--- src/rtl/park_exit_release.sv ---
`default_nettype none
// ============================================================================
// Module   : park_exit_release
// Purpose  : Owns the 8-slot free bitmap. Applies entry occupies and handshaked
//            exit releases, keeps the free count and times the exit gate pulse.
// Revision : 1.0 - initial release
// ============================================================================
module park_exit_release #(
    parameter int GATE_CYCLES = 4
) (
    input  logic       clk,
    input  logic       rst_n,
    input  logic       occupy_valid,
    input  logic [2:0] occupy_slot,
    input  logic       exit_valid,
    input  logic [2:0] exit_slot,
    output logic       exit_ready,
    output logic [7:0] parking_capacity,
    output logic [3:0] free_count,
    output logic       gate_open,
    output logic       occupy_err,
    output logic       release_err
);

    localparam logic [1:0] c_st_idle  = 2'd0;
    localparam logic [1:0] c_st_check = 2'd1;
    localparam logic [1:0] c_st_gate  = 2'd2;
    localparam logic [3:0] c_gate_cycles = 4'(GATE_CYCLES);

    logic [1:0] r_state;
    logic [1:0] w_state_nxt;
    logic [2:0] r_slot;
    logic [2:0] w_slot_nxt;
    logic [3:0] r_cnt;
    logic [3:0] w_cnt_nxt;

    logic       w_exit_ready_nxt;
    logic       w_gate_open_nxt;
    logic       w_rel_set;
    logic       w_rel_err;
    logic       w_occ_clr;
    logic       w_occ_err;
    logic [7:0] w_set_mask;
    logic [7:0] w_clr_mask;
    logic [7:0] w_cap_nxt;
    logic [3:0] w_count_nxt;

    // State, latched slot, counter and every output are registered here.
    always_ff @(posedge clk or negedge rst_n) begin
        if (!rst_n) begin
            r_state          <= c_st_idle;
            r_slot           <= 3'd0;
            r_cnt            <= 4'd0;
            exit_ready       <= 1'b1;
            gate_open        <= 1'b0;
            parking_capacity <= 8'hFF;
            free_count       <= 4'd8;
            occupy_err       <= 1'b0;
            release_err      <= 1'b0;
        end else begin
            r_state          <= w_state_nxt;
            r_slot           <= w_slot_nxt;
            r_cnt            <= w_cnt_nxt;
            exit_ready       <= w_exit_ready_nxt;
            gate_open        <= w_gate_open_nxt;
            parking_capacity <= w_cap_nxt;
            free_count       <= w_count_nxt;
            occupy_err       <= w_occ_err;
            release_err      <= w_rel_err;
        end
    end

    always_comb begin
        w_state_nxt = r_state;
        w_slot_nxt  = r_slot;
        w_cnt_nxt   = r_cnt;
        case (r_state)
            c_st_idle: begin
                if (exit_valid && exit_ready) begin
                    w_slot_nxt  = exit_slot;
                    w_state_nxt = c_st_check;
                end
            end
            c_st_check: begin
                if (!parking_capacity[r_slot]) begin
                    w_cnt_nxt   = c_gate_cycles;
                    w_state_nxt = c_st_gate;
                end else begin
                    w_state_nxt = c_st_idle;
                end
            end
            c_st_gate: begin
                if (r_cnt <= 4'd1) begin
                    w_state_nxt = c_st_idle;
                end else begin
                    w_cnt_nxt = r_cnt - 4'd1;
                end
            end
            default: w_state_nxt = c_st_idle;
        endcase
    end

    // Both paths judge against the pre-edge bitmap, so a release set and an
    // occupy clear can never hit the same bit in one cycle.
    always_comb begin
        w_exit_ready_nxt = (w_state_nxt == c_st_idle);
        w_gate_open_nxt  = (w_state_nxt == c_st_gate);
        w_rel_set  = (r_state == c_st_check) && !parking_capacity[r_slot];
        w_rel_err  = (r_state == c_st_check) &&  parking_capacity[r_slot];
        w_occ_clr  = occupy_valid &&  parking_capacity[occupy_slot];
        w_occ_err  = occupy_valid && !parking_capacity[occupy_slot];
        w_set_mask = {7'd0, w_rel_set} << r_slot;
        w_clr_mask = {7'd0, w_occ_clr} << occupy_slot;
        w_cap_nxt  = (parking_capacity | w_set_mask) & ~w_clr_mask;
        case ({w_rel_set, w_occ_clr})
            2'b10:   w_count_nxt = free_count + 4'd1;
            2'b01:   w_count_nxt = free_count - 4'd1;
            default: w_count_nxt = free_count;
        endcase
    end

endmodule
`default_nettype wire

--- config.mk ---
export PLATFORM = sky130hd
export DESIGN_NAME = park_exit_release
export DESIGN_NICKNAME = d
export VERILOG_FILES = /design/src/rtl/park_exit_release.sv
export SDC_FILE = /design/constraint.sdc
export NUM_CORES = 1
export LEC_CHECK = 0
export BUFFER_PORTS_ARGS = -buffer_cell sky130_fd_sc_hd__clkbuf_2
export CORE_MARGIN = 5
export CORE_UTILIZATION = 58
export DETAILED_ROUTE_END_ITERATION = 16
export PLACE_DENSITY = 0.92
export SLEW_MARGIN = 40
export SYNTH_ARGS = -nofsm -noshare
export SYNTH_HDL_FRONTEND = slang
export SYNTH_SLANG_ARGS = --single-unit
--- constraint.sdc ---
create_clock -name clk -period 5.4 [get_ports clk]
set_input_delay 0.54 -clock clk [delete_from_list [all_inputs] [get_ports clk]]
set_output_delay 0.54 -clock clk [all_outputs]
set_load 0.02 [all_outputs]
==> metrics <==
# resized after CTS 0; hold buffers post-CTS 0; CTS max path bufs 2; DRT iter0 DRCs 37; cell mode on critical path ha_1; final setup TNS 0 ns; unique cell type count in the Yosys netlist 42; Final Hold Vio Count 0; Fmax 306 MHz; routability cong. 0.837; DRC violations left 0; first-pass GRT wire length 4770 um; mean routed wirelength per cell 15.6 um; critical path class reg2reg; vias in the first global route 1037; Worst-path clk slew 0.12 ns; worst path cell trace mux4_2 > mux2i_4 > and2_1 > inv_2 > ha_1 > xor2_1 > ha_1 > nor4b_1 > a21oi_1 > o41ai_1 > a211oi_1 > xnor2_1; DR pass1 iterations 4; row count 17; VDD IR max 0.361 mV; initial antenna violation count 0; Cells after Synth 125; Critical Path RT 5.61 ns; htree depth 1; Post-DP HPWL 2110 um; Synth Cell Area 1350 um2; synth top area cells dfrtp_1 28%, dfstp_2 20%, a21oi_1 3.7%; syn avg cell area 10.8 um2; crit-path max FO 9; Setup WS pre-CTS 2.18 ns; Layout area overhead 11.7%; Worst Path Arrival 3.48 ns; CP max-delay cell mux4_2; area leader, netlist dfrtp_1; Crit. Startpoint r_slot[0]$_DFFE_PN0P_; via/cell ratio 5.83; power per cell area 635 nW/um2; worst skew pair latency 0.31 ns; Final #Nets 162; postcts setup bufs 0; Post-Route WL 2730 um; port bufs 25; CTS tree yes; final antenna-violating net count 0; core area 2210 um2; fin crit share 60.6%; Worst Setup End Kind flip-flop; Yosys reg bits 25; Max Cap Viol 0; top-area cell type share of the netlist area 27.9%; worst r2r dst free_count[2]$_DFFE_PN0P_; final setup fails 0; Worst Hold Class in2async; total die area 3380 um2; syn nets 139; die width 58.2 um; Die Span Y 58.2 um; leakage power 0.670 nW; multi-input combinational cell area 661 um2; global route total overflow 0; CP peak stage delay 0.57 ns; Final Total Pwr 0.955 mW; Max Slew Vio Count 0; RR Startpoint r_slot[0]$_DFFE_PN0P_; CTS buffer count 3; largest net degree at the start of global routing 26; root buf cell clkbuf_4; fin crit period 3.27 ns; worst slew pin tran 0.597 ns; layout cells sized above 1 33.3%; register area 638 um2; Syn. warnings 0; Starting Density 60.9%; unrepaired setup endpoints after global routing false; clk sinks 25; register area share after synthesis 47.4%; antenna cells 0; Max Clock Skew 0.00195 ns; outcome finished, final reports clean; r2r worst-path depth 12; r2r setup slk 2.13 ns; Ports 26; Max-slew headroom 59.9%; Final WS setup 2.13 ns; Critical Path Source Type flip-flop; via count 1020; FILL cells 172; Total GRT Usage 18.2%
flip-flops by register name (all words and copies together), names as in the netlist:
signal            count
release_err           1
gate_open             1
exit_ready            1
parking_capacity      8
r_cnt                 4
r_slot                3
r_state               2
free_count            4
occupy_err            1
how the worst max path moves through the flow:
| stage | end | slack, ns | cells past startpoint |
|---|---|---|---|
| after floorplan | free_count[2]$_DFFE_PN0P_ | 2.43 | 15 |
| after global placement | free_count[2]$_DFFE_PN0P_ | 2.37 | 12 |
| after detailed placement | free_count[2]$_DFFE_PN0P_ | 2.18 | 12 |
| after CTS | free_count[2]$_DFFE_PN0P_ | 2.16 | 12 |
| after global routing | free_count[2]$_DFFE_PN0P_ | 1.91 | 12 |
| final | free_count[2]$_DFFE_PN0P_ | 2.13 | 12 |
synthesized netlist by cell type:
cell,n
nand2_1,5
nand4_1,1
xor2_1,1
and2_1,2
dfrtp_1,15
nor4_1,2
xnor2_1,5
o311ai_1,1
buf_1,1
buf_4,2
o21ai_0,4
ha_1,4
nor2_2,1
a41oi_1,1
mux2i_4,1
nand2b_1,1
nor2_1,9
a21oi_1,10
nor4b_1,1
nor3b_1,3
a22oi_1,1
dfstp_2,10
a211oi_1,1
mux4_2,2
and3b_1,1
inv_1,4
buf_2,2
mux2_2,4
o41ai_1,1
and3_1,2
a2bb2oi_1,2
clkbuf_1,2
nor2b_1,7
a21boi_0,1
nand3_1,2
a31oi_1,5
nor3_1,1
mux2i_1,3
inv_2,1
mux2_1,1
and4b_1,1
o21bai_2,1
kinds of logic after synthesis:
kind of cell,share of synthesized area (%)
compound gates,13.3
xor+xnor,3.90
buf+inv,4.09
flops,47.4
mux,11.4
simple gates,16.2
fa+ha+maj,3.72
final cells by class:
| cell class | instances | share of cell area [%] |
|---|---|---|
| Multi-Input combinational cell | 88 | 43.9 |
| Sequential cell | 25 | 42.4 |
| Timing Repair Buffer | 25 | 8.32 |
| Tap cell | 28 | 2.33 |
| Clock buffer | 4 | 1.75 |
| Inverter | 5 | 1.25 |
worst max-delay path: cells and delay by family, from the launching register on:
family,cells,cell delay (ns)
XOR/XNOR,2,0.32
flip-flops,1,0.52
buffers and inverters,1,0.13
multiplexers,2,0.76
AND/OR/NAND/NOR,2,0.59
adder cells (fa/ha/maj),2,0.55
AO/OA/AOI/OAI,3,0.29
report_power, final:
part           switching [mW]  internal [mW]
sequential              0.103          0.300
combinational           0.262          0.209
clock                  0.0525         0.0289
through the flow:
step	hold WS (ns)	util (%)	area [um2]	std cells
floorplan	0.244	-	1350	125
global placement	0.475	66.5	1470	171
detailed placement	0.478	66.5	1470	171
CTS	0.206	67.6	1500	175
global route	0.240	68.0	1500	175
finish	0.194	68.0	1500	175
cells in the final DEF (no fill, tap or decap), types with 3 or more instances in the layout:
cell type,n
clkbuf_2,25
dfrtp_1,15
a21oi_1,10
dfstp_2,10
nor2_1,9
nor2b_1,7
nand2_1,5
a31oi_1,5
xnor2_1,5
inv_1,4
mux2_2,4
o21ai_0,4
ha_1,4
mux2i_1,3
nor3b_1,3
clkbuf_4,3
per-layer routing:
metal	vias up	global-route usage [%]	share of wire, %	routed length (um)
met5	-	0	0	0
met4	0	5.96	0.59	16
met3	2	3.56	5.2	141
met2	24	29.8	51	1390
met1	501	24.0	43	1180
li1	493	-	-	-
Power figures use the tool's default switching activity.
